$ cat src/rtl/servant_uart_rx_fifo.sv
// rtl/servant_uart_rx_fifo.sv - 4-entry byte FIFO for received UART characters
// A push while full is taken only when a pop frees the slot in the same cycle.

module servant_uart_rx_fifo (
  input  logic       clk_i,
  input  logic       rst_i,
  input  logic       push_i,
  input  logic       pop_i,
  input  logic [7:0] wdata_i,
  output logic [7:0] rdata_o,
  output logic       empty_o,
  output logic       full_o
);

  localparam logic [2:0] DEPTH = 3'd4;

  logic [7:0] mem_q [4];
  logic [1:0] wr_ptr_q, wr_ptr_d;
  logic [1:0] rd_ptr_q, rd_ptr_d;
  logic [2:0] count_q, count_d;
  logic       do_push;
  logic       do_pop;

  assign empty_o = (count_q == 3'd0);
  assign full_o  = (count_q == DEPTH);
  assign rdata_o = mem_q[rd_ptr_q];

  assign do_pop  = pop_i & ~empty_o;
  assign do_push = push_i & (~full_o | do_pop);

  always_comb begin
    wr_ptr_d = wr_ptr_q;
    rd_ptr_d = rd_ptr_q;
    count_d  = count_q;
    if (do_push) begin
      wr_ptr_d = wr_ptr_q + 2'd1;
    end
    if (do_pop) begin
      rd_ptr_d = rd_ptr_q + 2'd1;
    end
    case ({do_push, do_pop})
      2'b10:   count_d = count_q + 3'd1;
      2'b01:   count_d = count_q - 3'd1;
      default: count_d = count_q;
    endcase
  end

  always_ff @(posedge clk_i) begin
    if (rst_i) begin
      wr_ptr_q <= 2'd0;
      rd_ptr_q <= 2'd0;
      count_q  <= 3'd0;
    end else begin
      wr_ptr_q <= wr_ptr_d;
      rd_ptr_q <= rd_ptr_d;
      count_q  <= count_d;
    end
  end

  always_ff @(posedge clk_i) begin
    if (do_push) begin
      mem_q[wr_ptr_q] <= wdata_i;
    end
  end

endmodule

$ cat src/rtl/servant_uart_rx.sv
// rtl/servant_uart_rx.sv - 8N1 UART receiver with 4-byte FIFO and a small register port
// Samples mid-bit using one down-counter; DATA pops on read, STATUS holds sticky error flags.

module servant_uart_rx #(
  parameter int frequency = 32,
  parameter int baud_rate = 115200
) (
  input  logic        wb_clk,
  input  logic        wb_rst,
  input  logic        i_rx,
  input  logic        i_wb_adr,
  input  logic [31:0] i_wb_dat,
  input  logic        i_wb_we,
  input  logic        i_wb_cyc,
  output logic [31:0] o_wb_rdt,
  output logic        o_wb_ack,
  output logic        o_irq
);

  localparam int DIV = (frequency * 1000000) / baud_rate;
  localparam int CW  = (DIV > 1) ? $clog2(DIV) : 1;
  localparam logic [CW-1:0] HALF_LOAD = CW'(DIV / 2 - 1);
  localparam logic [CW-1:0] FULL_LOAD = CW'(DIV - 1);

  localparam logic ADR_DATA   = 1'b0;
  localparam logic ADR_STATUS = 1'b1;
  localparam int   BIT_NEMPTY = 0;
  localparam int   BIT_OVR    = 1;
  localparam int   BIT_FERR   = 2;

  typedef enum logic [1:0] {
    ST_IDLE  = 2'd0,
    ST_START = 2'd1,
    ST_DATA  = 2'd2,
    ST_STOP  = 2'd3
  } state_e;

  state_e        state_q, state_d;
  logic [CW-1:0] cnt_q, cnt_d;
  logic [2:0]    bit_q, bit_d;
  logic [7:0]    shreg_q, shreg_d;
  logic          rx_meta_q, rx_sync_q, rx_prev_q;
  logic          fall;
  logic          tick;
  logic          push;
  logic          ferr_set;

  logic          ack_q;
  logic          ovr_q, ovr_d;
  logic          ferr_q, ferr_d;
  logic          bus_rd, bus_wr;
  logic          pop;
  logic          ovr_set;
  logic [7:0]    fifo_rdata;
  logic          fifo_empty;
  logic          fifo_full;
  logic [31:0]   status_word;
  logic          unused_wb_dat;

  assign unused_wb_dat = ^{i_wb_dat[31:3], i_wb_dat[0]};

  // Flop 3 remembers the previous synchronized level so the falling edge is seen exactly once.
  always_ff @(posedge wb_clk) begin
    if (wb_rst) begin
      rx_meta_q <= 1'b1;
      rx_sync_q <= 1'b1;
      rx_prev_q <= 1'b1;
    end else begin
      rx_meta_q <= i_rx;
      rx_sync_q <= rx_meta_q;
      rx_prev_q <= rx_sync_q;
    end
  end

  assign fall = rx_prev_q & ~rx_sync_q;
  assign tick = (cnt_q == '0);

  always_comb begin
    state_d  = state_q;
    cnt_d    = cnt_q;
    bit_d    = bit_q;
    shreg_d  = shreg_q;
    push     = 1'b0;
    ferr_set = 1'b0;
    case (state_q)
      ST_IDLE: begin
        if (fall) begin
          state_d = ST_START;
          cnt_d   = HALF_LOAD;
        end
      end
      ST_START: begin
        if (tick) begin
          state_d = rx_sync_q ? ST_IDLE : ST_DATA;
          cnt_d   = FULL_LOAD;
          bit_d   = 3'd0;
        end else begin
          cnt_d = cnt_q - 1'b1;
        end
      end
      ST_DATA: begin
        if (tick) begin
          shreg_d = {rx_sync_q, shreg_q[7:1]};
          cnt_d   = FULL_LOAD;
          bit_d   = bit_q + 3'd1;
          if (bit_q == 3'd7) begin
            state_d = ST_STOP;
          end
        end else begin
          cnt_d = cnt_q - 1'b1;
        end
      end
      ST_STOP: begin
        if (tick) begin
          push     = rx_sync_q;
          ferr_set = ~rx_sync_q;
          state_d  = ST_IDLE;
        end else begin
          cnt_d = cnt_q - 1'b1;
        end
      end
      default: state_d = ST_IDLE;
    endcase
  end

  always_ff @(posedge wb_clk) begin
    if (wb_rst) begin
      state_q <= ST_IDLE;
      cnt_q   <= '0;
      bit_q   <= 3'd0;
      shreg_q <= 8'd0;
    end else begin
      state_q <= state_d;
      cnt_q   <= cnt_d;
      bit_q   <= bit_d;
      shreg_q <= shreg_d;
    end
  end

  servant_uart_rx_fifo u_fifo (
    .clk_i   (wb_clk),
    .rst_i   (wb_rst),
    .push_i  (push),
    .pop_i   (pop),
    .wdata_i (shreg_q),
    .rdata_o (fifo_rdata),
    .empty_o (fifo_empty),
    .full_o  (fifo_full)
  );

  // Every bus access, read or write, completes in the cycle ack is high.
  assign bus_rd  = ack_q & ~i_wb_we;
  assign bus_wr  = ack_q & i_wb_we;
  assign pop     = bus_rd & (i_wb_adr == ADR_DATA) & ~fifo_empty;
  assign ovr_set = push & fifo_full & ~pop;

  always_comb begin
    ovr_d  = ovr_q;
    ferr_d = ferr_q;
    if (bus_wr && (i_wb_adr == ADR_STATUS)) begin
      if (i_wb_dat[BIT_OVR]) begin
        ovr_d = 1'b0;
      end
      if (i_wb_dat[BIT_FERR]) begin
        ferr_d = 1'b0;
      end
    end
    if (ovr_set) begin
      ovr_d = 1'b1;
    end
    if (ferr_set) begin
      ferr_d = 1'b1;
    end
  end

  always_ff @(posedge wb_clk) begin
    if (wb_rst) begin
      ack_q  <= 1'b0;
      ovr_q  <= 1'b0;
      ferr_q <= 1'b0;
    end else begin
      ack_q  <= i_wb_cyc & ~ack_q;
      ovr_q  <= ovr_d;
      ferr_q <= ferr_d;
    end
  end

  always_comb begin
    status_word             = 32'd0;
    status_word[BIT_NEMPTY] = ~fifo_empty;
    status_word[BIT_OVR]    = ovr_q;
    status_word[BIT_FERR]   = ferr_q;
  end

  always_comb begin
    o_wb_rdt = 32'd0;
    if (bus_rd) begin
      if (i_wb_adr == ADR_STATUS) begin
        o_wb_rdt = status_word;
      end else if (!fifo_empty) begin
        o_wb_rdt = {24'd0, fifo_rdata};
      end
    end
  end

  assign o_wb_ack = ack_q;
  assign o_irq    = ~fifo_empty;

endmodule

$ cat config.mk
export PLATFORM = sky130hd
export DESIGN_NAME = servant_uart_rx
export DESIGN_NICKNAME = d
export VERILOG_FILES = /design/src/rtl/servant_uart_rx_fifo.sv /design/src/rtl/servant_uart_rx.sv
export SDC_FILE = /design/constraint.sdc
export NUM_CORES = 1
export LEC_CHECK = 0
export BUFFER_PORTS_ARGS = -buffer_cell sky130_fd_sc_hd__buf_2
export CAP_MARGIN = 40
export CELL_PAD_IN_SITES_DETAIL_PLACEMENT = 1
export CELL_PAD_IN_SITES_GLOBAL_PLACEMENT = 2
export CORE_MARGIN = 8
export CORE_UTILIZATION = 30
export CTS_CLUSTER_SIZE = 14
export DETAILED_ROUTE_END_ITERATION = 7
export PLACE_DENSITY_LB_ADDON = 0.1
export SLEW_MARGIN = 20
export SYNTH_ARGS = -nofsm -noshare
export SYNTH_HDL_FRONTEND = slang
export SYNTH_SLANG_ARGS = --single-unit
$ cat constraint.sdc
create_clock -name wb_clk -period 6.6 [get_ports wb_clk]
set_input_delay 0 -clock wb_clk [delete_from_list [all_inputs] [get_ports wb_clk]]
set_output_delay 0 -clock wb_clk [all_outputs]
set_load 0.03 [all_outputs]
==> qor.txt, run 1 <==
status - finished, final reports clean
initial drt markers - 84
PwrDens - 271 nW/um2
Clock Skew - 12.5 ps
first-pass GRT wire length - 11700 um
Async S/R FF share, synth - 0%
Crit path top cell by count - inv_1
TritonCTS buffer count - 9
Fin. Hold Viols - 0
M1 wire length - 3340 um
vias in the first global route - 2175
Die Wd - 121 um
GRT Overall Usage - 10.4%
fraction of layout cells with a size suffix above 1 - 18.9%
setup violators final - 0
met2 routed wirelength - 3370 um
most frequent cells in the layout - 37 x dfxtp_1, 32 x edfxtp_1, 26 x nand2_1, 25 x nor2_1, 24 x conb_1
Root Buffer - clkbuf_8
die area - 14600 um2
Worst EP arrival - 3150 ps
met3 WL - 276 um
DRT Pass-1 Iters - 4
final instance area - 3720 um2
Clock transition at path regs - 80 ps
CP required - 6900 ps
synthesized area - 3290 um2
postcts setup bufs - 0
largest family of logic cells by synthesized area - simple AND/OR/NAND/NOR gates
Distinct cells, synth - 55
crit-path max cell delay - 530 ps
wire per inst - 15.4 um
post-synthesis compound-gate area fraction - 10.7%
Synth Area in Adders - 5.55%
Fmax achieved - 0.350 GHz
CTS tree - done
CTS Sinks - 69
CP cell instances - inv_1 > ha_1 > or4b_4 > nand2b_4 > nor3_4 > inv_1 > ha_1 > inv_1 > fa_1 > xor2_1 > or3_1 > a21oi_1
worst rel slew slack - 51.4%
crit-path max FO - 7
IO Pins - 72
slowest CP cell - or4b_4
pin count of the biggest net entering global routing - 29
Final ANT Viol Nets - 0
Post-route DRC - 0
post-detail-place hpwl - 4980 um
# port buffers - 17
final net count - 369
Core Rows - 38
via/cell ratio - 4.55
Final Critical Period - 2860 ps
die height - 121 um
initial antenna violation count - 0
GRT overflow - 0
filler cell count - 1194
critical path launch point type - register
cell count after synthesis - 293
CTS max path bufs - 2
Simple-Gate Fraction of Synth Area - 15.6%
Most used DFF post-synth - dfxtp_1
Core Box Area - 10800 um2
Slew @ Worst Pin - 722 ps
kind of critical path - register to register
Post-synth EDFFs - 32
Reg area - 1700 um2
routability-driven placement congestion ratio - 0.745
synthesis-to-layout area growth - 12.9%
Area after DPL - 3430 um2
flops & latches, synth - 69
area of the multi-input gates - 1380 um2
max_cap viols - 0
Worst Setup End Kind - register
final wirelength - 7130 um
multiplexer share of the synthesized area - 6.08%
final slew viol count - 0
Initial Utilization - 30.5%
# H-tree levels - 3
hold_ws - 14.1 ps
Worst Hold Class - input pin to register
final period utilization - 43.3%
syn_area_per_cell - 11.2 um2
Clock Latency Late Sink - 360 ps
Worst VDD drop - 0.0920 mV
XOR/XNOR Fraction of Synth Area - 1.33%
Leak Pwr - 1.36 nW
sequential area share after synthesis - 51.7%
vias - 2103
Highest Signal Layer - met4
RSZ-0062 raised after global routing - false
commonest non-fill, non-tap cell in the layout - dfxtp_1
Antenna Cells - 0
Synthesis Warnings - 0
TNS Setup - 0 ps
cell type report:
class / count / area share (%)
flip-flops and latches: 69 / 45.8
multi-input cells: 198 / 37.2
well taps: 140 / 4.71
repair buffers: 24 / 4.38
clock buffers: 10 / 3.43
clock inverters: 6 / 2.96
inverters: 15 / 1.52
what timing repair did:
action                    CTS  global route
gates resized for setup     0             0
hold buffers                5             0
hold endpoints to repair    8             0
kinds of logic after synthesis:
| kind of cell | Yosys count |
|---|---|
| simple gates | 97 |
| flops | 69 |
| buf+inv | 49 |
| compound gates | 48 |
| fa+ha+maj | 14 |
| mux | 10 |
| xor+xnor | 5 |
| other cells | 1 |
synthesized netlist by cell type, types with 2 or more instances:
cell      instances  area share [%]
nor2_1           25             2.9
xor2_1            3            0.80
o21ai_0           7             1.1
nand4_1           4            0.76
xnor2_1           2            0.53
buf_4            24             5.5
a21oi_1          12             1.8
nand2_1          26             3.0
a21oi_2           6             1.6
nand3_1           2            0.30
ha_1             13             4.9
or3_1             3            0.57
inv_1            15             1.7
mux2i_1           2            0.61
a22oi_1           4            0.91
dfxtp_1          37              23
nor2b_1           2            0.38
and2_1            9             1.7
nor3_4            2            0.99
a211oi_2          2            0.76
nor4_1            4            0.76
a21o_1            3            0.68
nor3_1            8             1.2
edfxtp_1         32              29
buf_1             3            0.34
clkbuf_1          4            0.46
or2_2             4            0.76
mux4_2            8             5.5
sequential cells by signal, summed over array words and instances, names as in the netlist, named ones only:
signal and cells:
u_fifo.mem_q 32, u_fifo.wr_ptr_q 2, u_fifo.rd_ptr_q 2, bit_q 3, rx_meta_q 1, o_wb_ack 1, ferr_q 1, rx_prev_q 1
ovr_q 1, rx_sync_q 1, state_q 1, shreg_q 8, u_fifo.count_q 3, cnt_q 9
report_power, final:
| group | internal (mW) | switching (mW) | leakage [nW] | total (mW) |
|---|---|---|---|---|
| clock network | 0.251 | 0.169 | 0.115 | 0.420 |
| logic | 0.0413 | 0.0899 | 0.651 | 0.131 |
| registers | 0.450 | 0.00721 | 0.596 | 0.457 |
| total | 0.742 | 0.266 | 1.36 | 1.01 |
routing by layer:
| metal | vias up | track usage [%] |
|---|---|---|
| met4 | 0 | 5.39 |
| met1 | 1018 | 12.9 |
| met5 | - | 0 |
| met3 | 11 | 2.75 |
| li1 | 1040 | - |
| met2 | 34 | 16.5 |
worst max-delay path, delay by kind of cell (launching register included):
kind | cells | cell delay (ps)
AND/OR/NAND/NOR | 4 | 1340
XOR/XNOR | 1 | 70
flip-flops | 1 | 330
AO/OA/AOI/OAI | 1 | 140
adder cells (fa/ha/maj) | 3 | 620
buffers and inverters | 3 | 300
metrics by stage:
step                      setup slack [ps]  util, %  power, mW  instances
after global routing                  3590     34.4       1.05        462
after global placement                3730     31.6      0.597        440
final                                 3740     34.4       1.01        462
after CTS                             3710     34.4       1.02        462
after detailed placement              3720     31.8      0.597        441
after floorplan                       4040        -      0.583        316
final timing paths:
check                            startpoint                end  slack (ps)  depth (start not counted)
worst max-delay path               cnt_q[0]  u_fifo.count_q[2]        3740                         12
worst min-delay path            i_wb_dat[2]             ferr_q          10                          4
worst max register to register     cnt_q[0]  u_fifo.count_q[2]        3740                         12
worst min register to register    rx_meta_q          rx_sync_q         420                          1
Note: power is estimated with default switching activity, not from simulation.
==> run 2: changes to the inputs <==
==> constraint.sdc (replaced) <==
create_clock -name wb_clk -period 2.63 [get_ports wb_clk]
set_input_delay 0 -clock wb_clk [delete_from_list [all_inputs] [get_ports wb_clk]]
set_output_delay 0 -clock wb_clk [all_outputs]
set_load 0.03 [all_outputs]
==> qor.txt, run 2 (synthesis results as in run 1) <==
Antenna Cells - 0 (unchanged)
Clock Latency Late Sink - 350 ps (about the same)
sequential power share - 44.0% (-1.3 points)
Reg area - 1700 um2 (+0.15%)
fraction of layout cells with a size suffix above 1 - 24.6% (+5.7 points)
Finished Layout Cells - 481 (+4.1%)
Core Rows - 38 (unchanged)
worst reg2reg endpoint - u_fifo.count_q[2]
GRT overflow - 0 (unchanged)
final slew viol count - 0 (unchanged)
Core Box Area - 10800 um2 (unchanged)
biggest regs - u_fifo.mem_q: 32 flops, cnt_q: 9 flops, shreg_q: 8 flops
Initial Utilization - 30.5% (unchanged)
Root Buffer - clkbuf_8
sw frac - 26.7% (+0.33 points)
Fin. Hold Viols - 0 (unchanged)
setup violators final - 0 (unchanged)
Clock transition at path regs - 80 ps (about the same)
R2R Path Start - cnt_q[1]
post-detail-place hpwl - 5370 um (+7.7%)
synthesis-to-layout area growth - 18.9%
worst rel slew slack - 53.6% (+2.2 points)
Post-route DRC - 0 (unchanged)
IO Pins - 72 (unchanged)
Leak Pwr - 1.46 nW (+7.6%)
Final Critical Period - 2470 ps (-389 ps)
status - finished, final reports clean
via/cell ratio - 4.51 (-1.0%)
hold_ws - 148 ps (+134 ps)
TritonCTS buffer count - 9 (unchanged)
Worst EP arrival - 2750 ps (-400 ps)
Worst Setup End Kind - register
kind of critical path - register to register
critical path launch point type - register
Logic pwr share - 14.7% (+1.7 points)
area of the multi-input gates - 1390 um2 (+0.36%)
Fmax achieved - 0.405 GHz (+16%)
worst reg2reg path depth - 12 (unchanged)
RSZ-0062 raised after global routing - false
GRT Overall Usage - 10.8% (+0.32 points)
final net count - 388 (+5.1%)
commonest non-fill, non-tap cell in the layout - dfxtp_1
TNS Setup - 0 ps (unchanged)
vias - 2167 (+3.0%)
PwrDens - 666 nW/um2 (+150%)
CP required - 2910 ps (-3990 ps)
wire per inst - 15.5 um (+0.44%)
Slew @ Worst Pin - 696 ps (-26.8 ps)
# port buffers - 17 (unchanged)
Clock Skew - 11.7 ps (-0.712 ps)
Worst Hold Launch - wb_rst
routability-driven placement congestion ratio - 0.768 (+3.0%)
CTS max path bufs - 2 (unchanged)
clock network fraction of design power - 41.2% (-0.5 points)
filler cell count - 1190 (-0.34%)
CTS Sinks - 69 (unchanged)
final instance area - 3910 um2 (+5.3%)
total power - 2.61 mW (+160%)
first-pass GRT wire length - 11900 um (+1.5%)
Worst VDD drop - 0.261 mV (+180%)
Final ANT Viol Nets - 0 (unchanged)
initial drt markers - 79 (-6.0%)
P_sw - 0.696 mW (+160%)
DP Worst Slack - 146 ps (-3580 ps)
Worst Hold Class - input pin to register
pin count of the biggest net entering global routing - 28 (-3.4%)
die area - 14600 um2 (unchanged)
WHS Endpoint - u_fifo.count_q[0]
Int Power - 1.91 mW (+160%)
Reg with most FFs - u_fifo.mem_q
final period utilization - 93.9% (+51 points)
Die Wd - 121 um (unchanged)
Largest register FFs - 32 (unchanged)
final wirelength - 7460 um (+4.6%)
hold path depth - 2 (-2)
DRT Pass-1 Iters - 4 (unchanged)
# H-tree levels - 3 (unchanged)
die height - 121 um (unchanged)
initial antenna violation count - 0 (unchanged)
most frequent cells in the layout - 35 x dfxtp_1, 32 x edfxtp_1, 26 x nand2_1, 25 x nor2_1, 24 x conb_1
crit-path max FO - 3 (-4)
Cells after DPL - 458 (+3.9%)
vias in the first global route - 2284 (+5.0%)
Area after DPL - 3590 um2 (+4.8%)
max_cap viols - 0 (unchanged)
CTS tree - done
worst setup margin - 160 ps (-3580 ps)
reg2reg setup slack - 160 ps (-3580 ps)
fin util - 36.3% (+1.8 points)
==> run 2: changes by cell type in the layout (fill, tap and decap cells not counted) <==
cell and delta:
buf_4 +15, dfxtp_1 -2, clkbuf_1 -1, clkinvlp_4 -1, dlygate4sd3_1 +1, buf_12 +3
dfxtp_2 +2, ha_1 -2, inv_6 +2, ha_2 +2
==> run 2: per-layer routing <==
metal,GRT usage (%),part of all wire [%]
met1,13.1,46
met2,17.2,49
met3,3.40,4.2
met4,4.68,1.1
met5,0,0
==> run 2: worst max-delay path: stages (launching register included) <==
cell,delay [ps]
dfxtp_2,330
inv_1,70
ha_2,170
or4b_4,460
nand2b_4,170
nor3_4,210
inv_1,70
ha_2,170
inv_1,60
fa_1,170
xor2_1,70
or3_1,310
a21oi_1,120
==> run 2: power groups by stage <==
stage                     registers (mW)  logic [mW]  clock network, mW
after floorplan                     1.17       0.295                  0
after global placement              1.17       0.377                  0
after detailed placement            1.17       0.381                  0
after CTS                           1.15       0.386               1.11
after global routing                1.15       0.422               1.15
final                               1.15       0.384               1.07
==> run 2: area by class of cell <==
type                    instances  share of cell area, %
well taps                     140                   4.48
flip-flops and latches         69                   43.6
inverters                      15                   1.44
clock buffers                   9                   3.17
repair buffers                 43                   8.83
multi-input cells             198                   35.5
clock inverters                 7                   3.07
==> run 2: worst max-delay path by stage <==
stage,startpoint,endpoint,cells past startpoint,slack [ps]
4_1_cts,cnt_q[1],u_fifo.count_q[2],12,130
3_5_place_dp,cnt_q[1],u_fifo.count_q[2],12,150
3_3_place_gp,cnt_q[1],u_fifo.count_q[2],12,170
5_1_grt,cnt_q[1],u_fifo.count_q[2],12,8
6_report,cnt_q[1],u_fifo.count_q[2],12,160
2_1_floorplan,cnt_q[0],u_fifo.count_q[2],12,70
==> run 2: what timing repair did <==
action / 4_1_cts / 5_1_grt
hold buffers: 6 / 0
gates resized for setup: 0 / 4
hold endpoints to repair: 4 / 0
setup endpoints to repair: 0 / 1
buffers inserted: 0 / 1
==> run 3: changes to the inputs <==
--- a/config.mk
+++ b/config.mk
@@ -5,7 +5,7 @@
 export SDC_FILE = /design/constraint.sdc
 export NUM_CORES = 1
 export LEC_CHECK = 0
-export BUFFER_PORTS_ARGS = -buffer_cell sky130_fd_sc_hd__buf_2
+export BUFFER_PORTS_ARGS = -buffer_cell sky130_fd_sc_hd__buf_4
 export CAP_MARGIN = 40
 export CELL_PAD_IN_SITES_DETAIL_PLACEMENT = 1
 export CELL_PAD_IN_SITES_GLOBAL_PLACEMENT = 2
==> constraint.sdc (replaced) <==
create_clock -name wb_clk -period 2.63 [get_ports wb_clk]
set_input_delay 0 -clock wb_clk [delete_from_list [all_inputs] [get_ports wb_clk]]
set_output_delay 0 -clock wb_clk [all_outputs]
set_load 0.02 [all_outputs]
==> qor.txt, run 3 (synthesis results as in run 1) <==
Worst EP arrival - 2710 ps (-40 ps)
CP required - 2910 ps (about the same)
DRT Pass-1 Iters - 4 (unchanged)
PwrDens - 619 nW/um2 (-7.0%)
worst rel slew slack - 58.1% (+4.5 points)
final wirelength - 7230 um (-3.1%)
Top delay family on crit path - simple AND/OR/NAND/NOR gates
final period utilization - 92.4% (-1.5 points)
CTS Sinks - 69 (unchanged)
Clock Skew - 8.26 ps (-3.49 ps)
# H-tree levels - 3 (unchanged)
initial drt markers - 112 (+42%)
Reg with most FFs - u_fifo.mem_q
post-detail-place hpwl - 5240 um (-2.4%)
vias - 2143 (-1.1%)
commonest non-fill, non-tap cell in the layout - dfxtp_1
RSZ-0062 raised after global routing - false
TritonCTS buffer count - 9 (unchanged)
vias in the first global route - 2344 (+2.6%)
slowest CP cell - or4b_4
Largest register FFs - 32 (unchanged)
crit-path max cell delay - 460 ps (about the same)
Final ANT Viol Nets - 0 (unchanged)
kind of critical path - register to register
Worst Hold Class - input pin to register
R2R Path Start - cnt_q[1]
GRT Overall Usage - 10.8% (+0.025 points)
Clock Latency Late Sink - 350 ps (about the same)
Finished Layout Cells - 478 (-0.62%)
IO Pins - 72 (unchanged)
Crit path top cell by count - inv_1
most frequent cells in the layout - 37 x dfxtp_1, 32 x buf_4, 32 x edfxtp_1, 26 x nand2_1, 25 x nor2_1
pin count of the biggest net entering global routing - 40 (+43%)
reg2reg setup slack - 200 ps (+40 ps)
Worst VDD drop - 0.261 mV (+0.21%)
# port buffers - 17 (unchanged)
CP cell instances - inv_1 > ha_1 > or4b_4 > nand2b_4 > nor3_4 > inv_1 > ha_1 > inv_1 > fa_1 > xor2_1 > or3_1 > a21oi_1
Die Wd - 121 um (unchanged)
Cells after DPL - 457 (-0.22%)
worst setup margin - 200 ps (+39.8 ps)
filler cell count - 1203 (+1.1%)
critical path launch point type - register
Final Critical Period - 2430 ps (-39.8 ps)
die area - 14600 um2 (unchanged)
initial antenna violation count - 0 (unchanged)
DP Worst Slack - 181 ps (+34.4 ps)
final slew viol count - 0 (unchanged)
wire per inst - 15.1 um (-2.5%)
synthesis-to-layout area growth - 17.4%
routability-driven placement congestion ratio - 0.753 (-1.9%)
TNS Setup - 0 ps (unchanged)
fin util - 35.8% (-0.44 points)
Reg area - 1700 um2 (-0.15%)
CTS max path bufs - 2 (unchanged)
worst reg2reg path depth - 12 (unchanged)
Fin. Hold Viols - 0 (unchanged)
area of the multi-input gates - 1380 um2 (-0.36%)
CTS tree - done
setup violators final - 0 (unchanged)
max_cap viols - 0 (unchanged)
hold path depth - 4 (+2)
final net count - 385 (-0.77%)
Worst Setup End Kind - register
first-pass GRT wire length - 12200 um (+2.9%)
worst reg2reg endpoint - u_fifo.count_q[2]
fraction of layout cells with a size suffix above 1 - 22.8% (-1.9 points)
Leak Pwr - 1.43 nW (-2.0%)
Worst Hold Launch - i_wb_adr
WHS Endpoint - ferr_q
crit-path max FO - 4 (+1)
status - finished, final reports clean
Core Rows - 38 (unchanged)
Clock transition at path regs - 80 ps (about the same)
Fmax achieved - 0.412 GHz (+1.6%)
Initial Utilization - 30.5% (unchanged)
Buf/Inv on CP - 3 (unchanged)
GRT overflow - 0 (unchanged)
die height - 121 um (unchanged)
Slew @ Worst Pin - 622 ps (-73.2 ps)
via/cell ratio - 4.48 (-0.49%)
Post-route DRC - 0 (unchanged)
Root Buffer - clkbuf_8
Antenna Cells - 0 (unchanged)
Core Box Area - 10800 um2 (unchanged)
biggest regs - u_fifo.mem_q: 32 flops, cnt_q: 9 flops, shreg_q: 8 flops
[run 3: cell types whose count changed in the layout (fill, tap and decap cells not counted), sizes merged]
cell         before  now
dlygate4sd3       6    5
bufinv            3    1
clkinv            1    3
inv              18   17
buf              37   35
clkbuf            9   10
[run 3: power by group]
part	total [mW]	internal [mW]	switching [mW]
clock network	0.881	0.448	0.432
logic	0.366	0.145	0.221
registers	1.15	1.13	0.0175
total	2.39	1.72	0.671
[run 3: worst max path at each step]
stage,startpoint,end,cells after the start
2_1_floorplan,cnt_q[0],u_fifo.count_q[2],12
3_3_place_gp,cnt_q[1],u_fifo.count_q[2],12
3_5_place_dp,cnt_q[1],u_fifo.count_q[2],12
4_1_cts,cnt_q[1],u_fifo.count_q[2],12
5_1_grt,cnt_q[1],u_fifo.count_q[2],12
6_report,cnt_q[1],u_fifo.count_q[2],12
[run 3: layer usage]
metal / vias up / track usage, % / share of wire (%)
met3: 5 / 3.31 / 3.8
met4: 0 / 4.53 / 1.0
met5: - / 0 / 0
met2: 33 / 16.8 / 47
li1: 1072 / - / -
met1: 1033 / 13.6 / 49
[run 3: timing repair]
item | 4_1_cts | 5_1_grt
endpoints found under the hold margin | 4 | 0
hold buffers | 5 | 0
buffers inserted | 0 | 0
resized for setup | 0 | 0
[run 3: layout make-up]
type	instances	area share, %
sequential	69	44.0
clock buffer	10	3.30
timing repair buffer	40	9.06
clock inverter	6	1.85
multi-input combinational	198	35.8
inverter	15	1.46
tap	140	4.53
[run 3: worst register-to-register path, cell delays in order, from the launching register on]
cell	delay [ps]
dfxtp_1	340
inv_1	80
ha_1	150
or4b_4	460
nand2b_4	170
nor3_4	140
inv_1	60
ha_1	190
inv_1	70
fa_1	180
xor2_1	70
or3_1	310
a21oi_1	140
[run 3: stage by stage]
step	hold WS (ps)	cell area [um2]	total power, mW
3_5_place_dp	195	3620	1.54
4_1_cts	54.7	3860	2.43
2_1_floorplan	104	3380	1.45
6_report	68.3	3860	2.39
5_1_grt	74.2	3860	2.52
3_3_place_gp	188	3620	1.54
